--- src/rtl/step_counter_mod.sv ---
// Registered up/down counter modulo MAX+1 with programmable step, load, wrap/saturate.
// Latency: q_out/wrap_out/ovf_out update one edge after inputs are sampled; max_out/zero_out are combinational.
// Backpressure: none; a new operation is accepted on every rising edge.
module step_counter_mod #(
  parameter int N   = 5,
  parameter int MAX = 2**N - 1
) (
  input  logic         clk_in,
  input  logic         rst_in,
  input  logic         en_in,
  input  logic         up_in,
  input  logic         sat_in,
  input  logic [N-1:0] step_in,
  input  logic         load_in,
  input  logic [N-1:0] d_in,
  input  logic         clr_in,
  output logic [N-1:0] q_out,
  output logic         wrap_out,
  output logic         ovf_out,
  output logic         max_out,
  output logic         zero_out
);

  localparam logic [N-1:0] MAX_N = MAX[N-1:0];
  localparam logic [N-1:0] ONE_N = {{(N-1){1'b0}}, 1'b1};
  // Modulus in N bits; wraps to 0 when MAX = 2**N-1, which is still correct
  // because every result below is formed modulo 2**N and lands in [0, MAX].
  localparam logic [N-1:0] MOD_N = MAX_N + ONE_N;
  localparam logic [N:0]   MAX_E = {1'b0, MAX_N};

  logic [N-1:0] q_q, q_d;
  logic         wrap_q, wrap_d;
  logic         ovf_q, ovf_d;
  logic [N-1:0] s_n;
  logic [N:0]   t_up;

  // Next-state: load beats count beats hold; step/direction only looked at when counting.
  always_comb begin
    q_d    = q_q;
    wrap_d = 1'b0;
    s_n    = '0;
    t_up   = '0;
    if (load_in) begin
      q_d = (d_in > MAX_N) ? MAX_N : d_in;
    end else if (en_in) begin
      s_n = (step_in > MAX_N) ? MAX_N : step_in;
      if (up_in) begin
        t_up = {1'b0, q_q} + {1'b0, s_n};
        if (t_up > MAX_E) begin
          wrap_d = 1'b1;
          q_d    = sat_in ? MAX_N : (q_q + s_n - MOD_N);
        end else begin
          q_d = q_q + s_n;
        end
      end else begin
        if (q_q >= s_n) begin
          q_d = q_q - s_n;
        end else begin
          wrap_d = 1'b1;
          q_d    = sat_in ? '0 : (q_q + MOD_N - s_n);
        end
      end
    end
    // A crossing on this edge wins over a clear on the same edge.
    ovf_d = wrap_d | (ovf_q & ~clr_in);
  end

  // State registers with asynchronous reset to zero.
  always_ff @(posedge clk_in or posedge rst_in) begin
    if (rst_in) begin
      q_q    <= '0;
      wrap_q <= 1'b0;
      ovf_q  <= 1'b0;
    end else begin
      q_q    <= q_d;
      wrap_q <= wrap_d;
      ovf_q  <= ovf_d;
    end
  end

  assign q_out    = q_q;
  assign wrap_out = wrap_q;
  assign ovf_out  = ovf_q;
  assign max_out  = (q_q == MAX_N);
  assign zero_out = (q_q == '0);

endmodule

--- config.mk ---
export PLATFORM = sky130hd
export DESIGN_NAME = step_counter_mod
export DESIGN_NICKNAME = d
export VERILOG_FILES = /design/src/rtl/step_counter_mod.sv
export SDC_FILE = /design/constraint.sdc
export NUM_CORES = 1
export LEC_CHECK = 0
export CAP_MARGIN = 20
export CORE_ASPECT_RATIO = 0.8
export CORE_MARGIN = 3
export CORE_UTILIZATION = 42
export CTS_BUF_LIST = sky130_fd_sc_hd__clkbuf_16
export DETAILED_ROUTE_END_ITERATION = 6
export PLACE_DENSITY_LB_ADDON = 0.25
export SKIP_LAST_GASP = 1
export SLEW_MARGIN = 20
export SYNTH_ARGS = -nofsm -noshare
export SYNTH_HDL_FRONTEND = slang
export SYNTH_SLANG_ARGS = --single-unit
--- constraint.sdc ---
create_clock -name clk_in -period 2 [get_ports clk_in]
set_input_delay 0.3 -clock clk_in [delete_from_list [all_inputs] [get_ports clk_in]]
set_output_delay 0.3 -clock clk_in [all_outputs]
set_load 0.1 [all_outputs]
Word-level counts from Yosys, hierarchy flattened
Index checks and enable logic that the tools add are counted.
{ "word_totals": {"n_memories": 0, "in_bits": 17, "rom_bits": 0, "output_inout_bits": 9, "latchBits": 0, "regBits": 7, "mem_bits_rw": 0, "wordCells": 30} }
{ "op_classes": {"add_sub_neg": 3, "n_eq_ne": 1, "n_mux": 14, "bitwise": 3, "div_mod_pow": 0, "n_reduce_logical": 2, "n_mul": 0, "n_lt_le_gt_ge": 4, "shifts": 0} }
{ "op_table": {"columns": ["operator", "n"], "rows": [
  ["5-bit 2-to-1 mux", 9],
  ["5-bit greater-than comparator (second input constant)", 2],
  ["5-bit by 5-bit adder with 6-bit output", 1],
  ["6-bit by 5-bit greater-than comparator with 1-bit output (second input constant)", 1],
  ["5-bit adder", 1],
  ["5-bit == test (second input constant)", 1],
  ["5-bit greater-or-equal comparator", 1],
  ["5-bit logical NOT", 1],
  ["1-bit 2-to-1 mux", 5],
  ["5-bit subtractor", 1],
  ["2-bit nonzero test", 1],
  ["1-bit bitwise AND", 1],
  ["1-bit NOT", 1],
  ["1-bit bitwise OR", 1]
]} }

Depth between registers and ports, before layout
{ "logic_depth": {"depth_word": 9, "ltp_mapped": 8, "ltp_nobuf": 8} }

Worst setup path before layout
OpenSTA, ideal clock, no wires.
{ "synth_timing": {"path_kind": "reg2out", "from": "register q_q[1] (netlist: q_out[1])", "to": "output zero_out", "setup_slack_ps": -1011, "stages_incl_launch_ff": 3, "required_time_ps": 1700, "arrival_ps": 2711, "n_path_buf": 0, "cell_sequence": "dfrtp_1 -> or4_1 -> nor2_1"} }
{ "synth_between": {"elab_chain_cells": 1} }
{ "synth_rtl": {"columns": ["item", "line", "text"], "rows": [
  ["from (decl)", "31", "logic [N-1:0] q_q, q_d;"],
  ["from (signal assigned)", "75", "q_q <= q_d;"],
  ["5-bit logical NOT", "85", "assign zero_out = (q_q == '0);"],
  ["to (decl)", "21", "output logic zero_out"]
]} }
No other way between the ends.

Worst setup path after layout
{ "layout_timing": {"from": "register q_q[0] (netlist: q_out[0])", "to": "register q_q[2] (netlist: q_out[2])"} }
{ "layout_between": {"elab_chain_cells": 6, "word_cells_on_any_way": 12} }
{ "layout_rtl": {"columns": ["item", "line", "text"], "rows": [
  ["5-bit by 5-bit adder with 6-bit output, or another cell as far along", "48", "t_up = {1'b0, q_q} + {1'b0, s_n};"],
  ["6-bit by 5-bit greater-than comparator with 1-bit output, or another cell as far along", "49", "if (t_up > MAX_E) begin"],
  ["5-bit 2-to-1 mux, on equally long branches", "49, 56", null],
  ["5-bit 2-to-1 mux *", "47", "if (up_in) begin"],
  ["5-bit 2-to-1 mux *", "45", "end else if (en_in) begin"],
  ["5-bit 2-to-1 mux *", "43", "if (load_in) begin"]
]} }
Mark *: on every way between the ends. The rest lies on a longest branch, timed or not. The select of a mux whose other input is x is not followed.
A chain may end at the register's enable or synchronous reset.

==> impl_metrics.py <==
metrics = {
    "layout": {
        "final_cell_area_um2": 1500,
        "layout-drive-gt1-share_pct": 40.8,
        "syn2layout_area_growth_pct": 73.4,
        "fillCellCount": 127,
        "mostFrequentLayoutCells": "buf_4, clkdlybuf4s50_1, inv_1",
        "final_common_cell": "buf_4",
        "fin_cells": 171,
        "insertedDiodeCount": 0,
        "finish.net_count": 178,
    },
    "sta": {
        "min_period_ns": 2.02,
        "worst_pin_slew_ns": 0.518,
        "maxSlewHeadroom_pct": 65.4,
        "max_clock_freq_ghz": 0.496,
        "drv_slew": 0,
        "fin_skew_ns": 0.000702,
        "rsz0062_at_grt": "yes",
        "finalSetupTns_ns": -0.0312,
        "hold_viol_final": 0,
        "period_share_pct": 101,
        "finalSetupViolCount": 3,
        "layout_setup_ws_ns": -0.0167,
    },
    "pwr": {
        "switching_share_pct": 41.3,
        "p_total_mw": 1.31,
        "p_sw_uw": 541,
        "combPwrFrac_pct": 58.3,
        "powerDensity_nw_per_um2": 871,
        "total_leakage_power_nw": 0.699,
        "ir_drop_mv": 0.712,
        "internal_power_uw": 768,
        "p_clk_share_pct": 25.6,
        "pwr-share-seq_pct": 16.1,
    },
    "yosys": {
        "avgSynthCellArea_um2": 8.33,
        "synth_cell_types": 36,
        "synthSimpleGateAreaFrac_pct": 14.7,
        "synth_mux_area_share_pct": 1.30,
        "yosysSeqAreaShare_pct": 20.2,
        "synthAdderAreaFrac_pct": 20.5,
        "ys_ff_latch": 7,
        "ys_warn_count": 0,
        "syn_area_um2": 866,
        "synth_ff_type": "dfrtp_1",
        "synth_xor_area_share_pct": 6.07,
        "async_flop_share_pct": 100,
        "synth_nets": 134,
        "synth_edf_count": 0,
        "synth-compound-area-share_pct": 27.9,
        "synth_cells": 104,
        "synth_top_family_by_area": "compound AO/OA/AOI/OAI gates",
    },
    "routing": {
        "wl_met1_um": 1260,
        "route.vias.total": 965,
        "drtIter0Drc": 46,
        "top_layer_used": "met4",
        "wl_met3_um": 132,
        "ant_nets": 0,
        "drc": 0,
        "wl_met2_um": 1470,
        "viasPerCell": 5.64,
        "dr.pass1.iters": 4,
        "finalWirelength_um": 2930,
        "avgRoutedWirePerCell_um": 17.1,
    },
    "worst_setup_path": {
        "path_class": "flop to flop",
        "crit_start": "q_out[0]",
        "r2r_start": "q_out[0]",
        "cp.required_ns": 2.14,
        "worstPathArrival_ns": 2.15,
        "cp_max_fo": 5,
        "worstSetupEndpointType": "flop",
        "timing.reg2reg.setup_slack_ns": -0.02,
        "cp-start-kind": "flop",
    },
    "floorplanning": {
        "core-area_um2": 1910,
        "boundaryPins": 26,
        "initial_core_util_pct": 45.3,
        "rows": 14,
        "die_w_um": 56.8,
        "fp.dieArea_um2": 2650,
        "die_h_um": 46.6,
    },
    "cts": {
        "clk_latency_ns": 0.23,
        "cts_max_level": 1,
        "cts_hold_buf": 0,
        "numCtsBuffers": 3,
        "clock-root-buffer": "clkbuf_16",
        "path_clk_slew_ns": 0.04,
        "clock-sinks": 7,
        "clock_path_buffers": 2,
        "cts_tree": "built",
    },
    "outcome": {
        "status": "finished, violations left",
        "violations": "setup timing",
    },
    "global_routing": {
        "grt-ovfl-total": 0,
        "grt_max_degree": 12,
        "grt_pass1_vias": 951,
        "grt_use_total_pct": 19.7,
        "grt_antenna_before_repair": 0,
        "grt_pass1_wl_um": 4060,
    },
    "run": {
        "maxCapViolations": 0,
    },
    "placed_design": {
        "post_dp_cell_area_um2": 1270,
        "place_congestion": 0.832,
        "port_buffers": 25,
        "dpl.hpwl_um": 1890,
        "dp_cells": 159,
    },
    "hold_path": {
        "hold_path_class": "input pin to asynchronous set/reset pin",
    },
}
path summary, 6_finish.rpt:
| kind | to | depth (start not counted) |
|---|---|---|
| max | q_out[2] | 8 |
| min | ovf_out | 2 |
| max reg2reg | q_out[2] | 8 |
| min reg2reg | ovf_out | 1 |
| max in group asynchronous | q_out[0] | 2 |
| min in group clk_in | ovf_out | 1 |
worst max-delay path: stages (launching register included):
cell      delay (ns)
dfrtp_4         0.44
inv_4           0.05
ha_4            0.16
buf_4           0.14
nor2b_4         0.13
o311ai_4        0.33
a21oi_4         0.13
or3_1           0.37
a31oi_1         0.19
Yosys cell counts, drive strengths merged (2+ instances only):
master,count,area [µm²]
fa,2,40.0
ha,11,138
xor2,2,17.5
dfrtp,7,175
a21oi,8,43.8
o21a,2,15.0
inv,11,41.3
or3,3,18.8
nand2,2,7.51
xnor2,4,35.0
a31oi,4,25.0
o21ai,7,35.0
nor2,11,41.3
a21o,4,30.0
clkbuf,5,18.8
nor2b,3,18.8
nand2b,2,15.0
buf,3,20.0
area by class of cell:
cell class | instances | area (µm²) | area share [%]
multi-input cells | 78 | 729 | 48.6
repair buffers | 47 | 425 | 28.3
flip-flops and latches | 7 | 194 | 12.9
clock buffers | 3 | 75.1 | 5.00
inverters | 11 | 43.8 | 2.92
well taps | 24 | 30.0 | 2.00
clock inverters | 1 | 3.75 | 0.250
power by group through the flow:
stage          Sequential, mW  Clock, mW  Combinational [mW]
3_3_place_gp            0.208          0               0.627
5_1_grt                 0.213      0.348               0.811
2_1_floorplan           0.351          0               0.292
6_report                0.210      0.335               0.762
3_5_place_dp            0.208          0               0.642
4_1_cts                 0.207      0.335               0.668
sequential cells by signal, summed over array words and instances, names as in the netlist:
name      flops
ovf_out       1
wrap_out      1
q_out         5
routing by layer:
metal	vias up	global-route usage, %
li1	446	-
met1	469	24.3
met2	40	34.6
met5	-	0
met3	10	5.32
met4	0	5.09
stage by stage:
stage	setup WS, ns	util, %	hold slack, ns
floorplan	-0.0939	-	0.103
global placement	-0.217	66.7	0.462
detailed placement	-0.284	66.7	0.470
finish	-0.0167	78.6	0.310
CTS	0.00248	72.7	0.321
global route	-0.121	78.6	0.350
repair_timing:
| action | CTS | global route |
|---|---|---|
| pin swaps | 5 | 12 |
| setup endpoints to repair | 2 | 6 |
| resized for setup | 4 | 16 |
| setup buffers | 5 | 4 |
kinds of logic (layout without fill, tap and decap cells):
logic type	after synthesis	after routing
buffers and inverters	19	62
AO/OA/AOI/OAI	33	33
adder cells (fa/ha/maj)	13	13
flip-flops	7	7
AND/OR/NAND/NOR	25	25
XOR/XNOR	6	6
multiplexers	1	1
(Power assumes the default switching activity.)
